<file path="src/rtl/cpu_ctrl_pkg.sv">
// Control-word types and LEGv8 opcode match constants shared by the control pipeline.
package cpu_ctrl_pkg;

    typedef struct packed {
        logic reg2loc;
        logic alu_src;
        logic alu_sh;
        logic imm;
        logic shift_dirn;
        logic alu_on;
        logic set_flags;
    } ctrl_ex_t;

    typedef struct packed {
        logic mem_write;
        logic branch;
        logic uncond_br;
        logic branch_reg;
        logic branch_link;
    } ctrl_mem_t;

    typedef struct packed {
        logic reg_write;
        logic mem_to_reg;
    } ctrl_wb_t;

    typedef struct packed {
        ctrl_ex_t  ex;
        ctrl_mem_t mem;
        ctrl_wb_t  wb;
    } ctrl_word_t;

    // Each constant matches the leading bits of the 11-bit opcode; its width is the match length.
    localparam logic [5:0]  OP_B     = 6'b000101;
    localparam logic [7:0]  OP_BCOND = 8'b01010100;
    localparam logic [5:0]  OP_BL    = 6'b100101;
    localparam logic [10:0] OP_BR    = 11'b11010110000;
    localparam logic [7:0]  OP_CBZ   = 8'b10110100;
    localparam logic [9:0]  OP_ADDI  = 10'b1001000100;
    localparam logic [10:0] OP_ADDS  = 11'b10101011000;
    localparam logic [10:0] OP_LDUR  = 11'b11111000010;
    localparam logic [10:0] OP_STUR  = 11'b11111000000;
    localparam logic [10:0] OP_SUBS  = 11'b11101011000;

    localparam ctrl_word_t CTRL_NOP = '0;

endpackage

</file>
<file path="src/rtl/ctrl_decode.sv">
// Combinational LEGv8 opcode decoder: first matching entry wins, no match flags illegal.
module ctrl_decode
    import cpu_ctrl_pkg::*;
#(
    parameter int unsigned OPC_W = 11,
    parameter bit          EN_BL = 1'b1,
    parameter bit          EN_BR = 1'b1
) (
    input  logic [OPC_W-1:0] opcode_i,
    output ctrl_word_t       ctrl_o,
    output logic             illegal_o
);

    logic [10:0] op;
    assign op = opcode_i[OPC_W-1 -: 11];

    always_comb begin
        ctrl_o    = CTRL_NOP;
        illegal_o = 1'b0;
        if (op[10:5] == OP_B) begin
            ctrl_o.mem.branch    = 1'b1;
            ctrl_o.mem.uncond_br = 1'b1;
        end else if (op[10:3] == OP_BCOND) begin
            ctrl_o.mem.branch = 1'b1;
        end else if (EN_BL && (op[10:5] == OP_BL)) begin
            // BL writes the return address into the link register.
            ctrl_o.mem.branch      = 1'b1;
            ctrl_o.mem.uncond_br   = 1'b1;
            ctrl_o.mem.branch_link = 1'b1;
            ctrl_o.wb.reg_write    = 1'b1;
        end else if (EN_BR && (op == OP_BR)) begin
            ctrl_o.mem.branch     = 1'b1;
            ctrl_o.mem.uncond_br  = 1'b1;
            ctrl_o.mem.branch_reg = 1'b1;
        end else if (op[10:3] == OP_CBZ) begin
            ctrl_o.ex.alu_on  = 1'b1;
            ctrl_o.mem.branch = 1'b1;
        end else if (op[10:1] == OP_ADDI) begin
            ctrl_o.ex.alu_src   = 1'b1;
            ctrl_o.ex.imm       = 1'b1;
            ctrl_o.ex.alu_on    = 1'b1;
            ctrl_o.wb.reg_write = 1'b1;
        end else if ((op == OP_ADDS) || (op == OP_SUBS)) begin
            ctrl_o.ex.reg2loc   = 1'b1;
            ctrl_o.ex.alu_on    = 1'b1;
            ctrl_o.ex.set_flags = 1'b1;
            ctrl_o.wb.reg_write = 1'b1;
        end else if (op == OP_LDUR) begin
            ctrl_o.ex.alu_src    = 1'b1;
            ctrl_o.ex.alu_on     = 1'b1;
            ctrl_o.wb.reg_write  = 1'b1;
            ctrl_o.wb.mem_to_reg = 1'b1;
        end else if (op == OP_STUR) begin
            ctrl_o.ex.alu_src    = 1'b1;
            ctrl_o.ex.alu_on     = 1'b1;
            ctrl_o.mem.mem_write = 1'b1;
        end else begin
            illegal_o = 1'b1;
        end
    end

endmodule

</file>
<file path="src/rtl/ctrl_pipe.sv">
// Decodes accepted opcodes and carries the control word through EX, MEM and WB registers
// with hazard stall and branch flush.
module ctrl_pipe
    import cpu_ctrl_pkg::*;
#(
    parameter int unsigned OPC_W = 11,
    parameter bit          EN_BL = 1'b1,
    parameter bit          EN_BR = 1'b1
) (
    input  logic             clk,
    input  logic             rst,
    input  logic             in_valid,
    output logic             in_ready,
    input  logic [OPC_W-1:0] opcode,
    input  logic             stall,
    input  logic             flush,
    output ctrl_ex_t         ex_ctrl,
    output ctrl_mem_t        mem_ctrl,
    output ctrl_wb_t         wb_ctrl,
    output logic             ex_valid,
    output logic             mem_valid,
    output logic             wb_valid,
    output logic             illegal
);

    ctrl_word_t dec_word;
    logic       dec_illegal;

    ctrl_word_t ex_d, ex_q;
    logic       ex_valid_d, ex_valid_q;
    ctrl_mem_t  mem_d, mem_q;
    ctrl_wb_t   mem_wb_d, mem_wb_q;
    logic       mem_valid_d, mem_valid_q;
    ctrl_wb_t   wb_d, wb_q;
    logic       wb_valid_d, wb_valid_q;
    logic       illegal_d, illegal_q;

    ctrl_decode #(
        .OPC_W (OPC_W),
        .EN_BL (EN_BL),
        .EN_BR (EN_BR)
    ) u_decode (
        .opcode_i  (opcode),
        .ctrl_o    (dec_word),
        .illegal_o (dec_illegal)
    );

    always_comb begin
        ex_valid_d = ex_valid_q;
        ex_d       = ex_q;
        // Flush beats stall: a killed EX slot never holds.
        if (flush) begin
            ex_valid_d = 1'b0;
            ex_d       = CTRL_NOP;
        end else if (!stall) begin
            ex_valid_d = in_valid;
            ex_d       = in_valid ? dec_word : CTRL_NOP;
        end

        mem_valid_d = ex_valid_q && !stall;
        mem_d       = mem_valid_d ? ex_q.mem : '0;
        mem_wb_d    = mem_valid_d ? ex_q.wb : '0;

        wb_valid_d = mem_valid_q;
        wb_d       = mem_valid_q ? mem_wb_q : '0;

        illegal_d = in_valid && !stall && !flush && dec_illegal;
    end

    always_ff @(posedge clk or negedge rst) begin
        if (!rst) begin
            ex_q        <= CTRL_NOP;
            ex_valid_q  <= 1'b0;
            mem_q       <= '0;
            mem_wb_q    <= '0;
            mem_valid_q <= 1'b0;
            wb_q        <= '0;
            wb_valid_q  <= 1'b0;
            illegal_q   <= 1'b0;
        end else begin
            ex_q        <= ex_d;
            ex_valid_q  <= ex_valid_d;
            mem_q       <= mem_d;
            mem_wb_q    <= mem_wb_d;
            mem_valid_q <= mem_valid_d;
            wb_q        <= wb_d;
            wb_valid_q  <= wb_valid_d;
            illegal_q   <= illegal_d;
        end
    end

    always_comb begin
        in_ready  = !stall;
        ex_valid  = ex_valid_q;
        mem_valid = mem_valid_q;
        wb_valid  = wb_valid_q;
        ex_ctrl   = ex_valid_q ? ex_q.ex : '0;
        mem_ctrl  = mem_valid_q ? mem_q : '0;
        wb_ctrl   = wb_valid_q ? wb_q : '0;
        illegal   = illegal_q;
    end

endmodule

</file>
<file path="config.mk">
export PLATFORM = sky130hd
export DESIGN_NAME = ctrl_pipe
export DESIGN_NICKNAME = d
export VERILOG_FILES = /design/src/rtl/cpu_ctrl_pkg.sv /design/src/rtl/ctrl_decode.sv /design/src/rtl/ctrl_pipe.sv
export SDC_FILE = /design/constraint.sdc
export NUM_CORES = 1
export LEC_CHECK = 0
export CAP_MARGIN = 20
export CORE_MARGIN = 5
export CORE_UTILIZATION = 40
export CTS_BUF_LIST = sky130_fd_sc_hd__clkbuf_8 sky130_fd_sc_hd__clkbuf_16
export CTS_CLUSTER_SIZE = 16
export DETAILED_ROUTE_END_ITERATION = 12
export PLACE_DENSITY = 0.77
export SETUP_SLACK_MARGIN = 0.3
export SLEW_MARGIN = 5
export SYNTH_ARGS = -nofsm -noshare
export SYNTH_HDL_FRONTEND = slang
export SYNTH_HIERARCHICAL = 1
export SYNTH_SLANG_ARGS = --single-unit
export TNS_END_PERCENT = 50
</file>
<file path="constraint.sdc">
create_clock -name clk -period 0.9 [get_ports clk]
set_input_delay 0.09 -clock clk [delete_from_list [all_inputs] [get_ports clk]]
set_output_delay 0.09 -clock clk [all_outputs]
set_load 0.02 [all_outputs]
</file>
# == Word-level counts from Yosys, hierarchy flattened ==
# Cells that the tools add are included.
# totals
inputBits,16
elab_cells,112
output_inout_bits,19
reg_bits,27
# classes
n_mux,67
reduce_logical,7
eq_ne,11
# ops
op,n
"== test 11 bit, second input constant",5
2-to-1 mux 14 bit,3
2-to-1 mux 1 bit,39
2-to-1 mux 2 bit,16
2-to-1 mux 5 bit,3
2-to-1 mux 3 bit,4
"== test 10 bit, second input constant",1
"== test 8 x 7 -> 1 bit, second input constant",1
"== test 8 bit, second input constant",1
2-to-1 mux 7 bit,1
"== test 6 x 3 -> 1 bit, second input constant",1
"== test 6 bit, second input constant",1
logical AND 1 bit,4
2-to-1 mux 4 bit,1
zero test 1 bit,2
"!= test 2 x 1 -> 1 bit, second input constant",1
logical OR 1 bit,1

# == Logic depth before layout (Yosys ltp) ==
# logic_depth
word_depth,13
ltp_mapped,6
depth_no_buf,6

# == Hierarchy ==
# The synthesis kept the hierarchy.
# by_module_without_submodules
module,seq_area_each_um2,cells_each,n_inst,area_each_um2
ctrl_pipe,675.6,88,1,1089.8
ctrl_decode,0.0,37,1,251.5

# == Least setup slack after synthesis ==
# No wires, ideal clock.
# synth_timing
kind,input-to-reg
start,in opcode[0]
end,reg ex_q[1] (netlist bit)
t_required_ns,0.778
stages,5
arrival_time_ns,1.158
path_slack_ns,-0.380
setup_time_ns,0.122
n_path_buf,0
cell_sequence,and2b_1 and4_4 and2_4 or3_1 a32o_1
# synth_lines
item,line,source
start: declaration,ctrl_pipe.sv:14,"input logic [OPC_W-1:0] opcode,"
end signal: assignment,ctrl_pipe.sv:72,ex_q <= CTRL_NOP;
end signal: assignment,ctrl_pipe.sv:81,ex_q <= ex_d;
end: declaration,ctrl_pipe.sv:29,"ctrl_word_t ex_d, ex_q;"

==> flow_summary.json <==
{
  "cts_root_buffer": "clkbuf_8",
  "layoutNonFillerInstCount": 237,
  "fin_crit_sh_pct": 131.9,
  "rows": 21,
  "dp.cells": 219,
  "grt_pass1_vias": 1260,
  "grt_max_degree": 28,
  "cts_buffer_depth": 2,
  "crit_slowest_cell": "dfrtp_2",
  "fin_ws_ps": -286.9,
  "grtUsageMet2_pct": 30.50,
  "p_per_area_nw_per_um2": 1051,
  "rsz0062_at_grt": "yes",
  "vias": 1204,
  "wirelength_um": 3526,
  "cp.required_ps": 810,
  "met1_usage_pct": 18.66,
  "slowest_delay_ps": 440,
  "worst_ir_drop_vdd_mv": 0.5013,
  "initial_core_util_pct": 40.84,
  "worstSetupStartpointType": "flop",
  "dieArea_um2": 4611,
  "slew_violations": 0,
  "setup_violations": 36,
  "synth_top_area_cell": "dfrtp_1",
  "finalHoldViolations": 0,
  "area_growth_pct": 63.99,
  "end_kind": "output pin",
  "dp_hpwl_um": 2365,
  "nets": 208,
  "fin_worst_skew_ps": 4.801,
  "portBuffers": 34,
  "synth_area_leaders": "dfrtp_1 50%, and2_1 11%, a32o_1 6.0%, nand3b_1 3.9%, a21oi_1 2.6%",
  "grt.busiest_layer": "met2",
  "insertedDiodeCount": 0,
  "syn_area_per_cell_um2": 10.73,
  "grt_usage_pct": 16.60,
  "io_pins": 35,
  "timing.fmax_mhz": 842.6,
  "crit_start": "ex_valid",
  "synth_cell_types": 32,
  "grt-ovfl-total": 0,
  "netlist.area_leader.share_pct": 50.37,
  "dr.pass1.iters": 4,
  "layout_common_cells": "29 x buf_6, 27 x buf_4, 25 x dfrtp_1",
  "clock-sinks": 27,
  "numCtsBuffers": 3,
  "grt_first_pass_wirelength_um": 5775,
  "criticalPathCategory": "flop to output pin",
  "hold_ws_ps": 138.6,
  "maxCapViolCount": 0,
  "period_needed_ps": 1187,
  "cts_tree": "built",
  "antenna_found_initial": 0,
  "die_y_um": 67.91,
  "drc_errors": 0,
  "path_cells": "buf_12, and2_4, buf_6",
  "core_area_um2": 3284,
  "syn_area_um2": 1341,
  "wl_per_cell_um": 14.88,
  "path_max_fanout": 5,
  "die_w_um": 67.91,
  "arrival_ps": 1100,
  "violations": "negative setup slack",
  "p_leak_nw": 1.071,
  "reg2reg_from": "ex_valid",
  "hold_start": "stall",
  "synth_cells": 125,
  "clk_pin_slew_ps": 90,
  "gp_congestion": 0.9465,
  "ys_ff_latch": 27,
  "drtIter0Drc": 35,
  "grtUsageMet3_pct": 2.299,
  "drive_gt1_share_pct": 59.69,
  "layout_commonest_cell": "buf_6",
  "power.total_mw": 2.312,
  "htreeDepth": 1,
  "r2r_cells": 4,
  "tns_ps": -5686,
  "clock_latency_ps": 270,
  "status": "finished, violations left",
  "drtAntennaViolNets": 0,
  "min_path_cells": 3,
  "vias_per_cell": 5.080,
  "hold_class": "input port to flop",
  "yosysWarnings": 6,
  "yosysSeqAreaShare_pct": 50.37
}
where the power goes:
part | internal [mW] | leakage [nW] | switching [mW] | total, mW
registers | 1.22 | 0.372 | 0.0101 | 1.23
logic | 0.215 | 0.672 | 0.191 | 0.406
clock network | 0.306 | 0.0269 | 0.365 | 0.671
routing by layer:
| layer | up-vias | wire length [µm] |
|---|---|---|
| met2 | 38 | 1972 |
| met5 | - | 0 |
| met4 | 0 | 106 |
| met1 | 593 | 1301 |
| li1 | 563 | - |
| met3 | 10 | 145 |
critical path, delay by kind of cell, from the launching register on:
kind | cells | cell delay (ps)
flops | 1 | 440
buf+inv | 2 | 250
simple gates | 1 | 130
layout make-up:
| class | instances | area, µm² |
|---|---|---|
| Clock buffer | 3 | 41.29 |
| Clock inverter | 1 | 3.754 |
| Fill cell | 264 | 1085 |
| Inverter | 3 | 11.26 |
| Multi-Input combinational cell | 89 | 762.0 |
| Sequential cell | 27 | 678.2 |
| Tap cell | 46 | 57.56 |
| Timing Repair Buffer | 68 | 645.6 |
through the flow:
stage | setup WS, ps | area (µm²) | utilization (%)
after floorplan | -300.8 | 1370 | -
after global placement | -819.7 | 1876 | 57.10
after detailed placement | -878.0 | 1876 | 57.10
after CTS | -286.6 | 2088 | 63.58
after global routing | -312.2 | 2200 | 66.97
final | -286.9 | 2200 | 66.97
repair_timing:
| item | in CTS | in global routing |
|---|---|---|
| buffers inserted | 9 | 4 |
| pin swaps | 28 | 12 |
| setup endpoints to repair | 46 | 45 |
| gates resized for setup | 188 | 26 |
| cloned | 1 | 0 |
| hold buffers | 0 | 0 |
sequential cells by signal, indices dropped and copies added, names as in the netlist:
register,cells
ex_q,14
mem_q,5
mem_wb_q,2
wb_q,2
ex_valid,1
illegal,1
mem_valid,1
wb_valid,1
cells in the mapped netlist:
| cell type | instances |
|---|---|
| nand4_1 | 3 |
| dfrtp_1 | 27 |
| o21ai_1 | 2 |
| nand4b_1 | 1 |
| nor2b_2 | 1 |
| nor4bb_4 | 1 |
| and2b_1 | 1 |
| buf_2 | 2 |
| buf_6 | 2 |
| and2_4 | 1 |
| a32o_1 | 8 |
| nand4bb_1 | 1 |
| nor2b_4 | 1 |
| and3_1 | 1 |
| nor2_1 | 5 |
| and4_4 | 1 |
| a311oi_1 | 1 |
| or3_1 | 1 |
| nor3_1 | 3 |
| nand3b_1 | 7 |
| nand3_1 | 1 |
| nor3b_1 | 2 |
| inv_1 | 2 |
| inv_2 | 1 |
| a21oi_1 | 7 |
| conb_1 | 1 |
| nor2b_1 | 4 |
| and2_1 | 23 |
| nand2_1 | 8 |
| nor3b_2 | 1 |
| buf_4 | 4 |
| mux2i_1 | 1 |
path summary, 6_finish.rpt:
check,slack (ps),endpoint
hold / removal,140,ex_q[7]
min in group asynchronous,160,ex_valid
setup / recovery,-290,ex_ctrl[0]
setup reg to reg,-170,mem_q[0]
max in group asynchronous,570,mem_valid
hold reg to reg,460,wb_q[0]
cells by family after synthesis:
family / share of synthesized area (%)
and+or+nand+nor: 33.12
other: 0.2796
muxes: 0.7463
AOI/OAI and AO/OA: 9.981
DFF: 50.37
buffers and inverters: 5.504
Note: power is estimated with default switching activity, not from simulation.
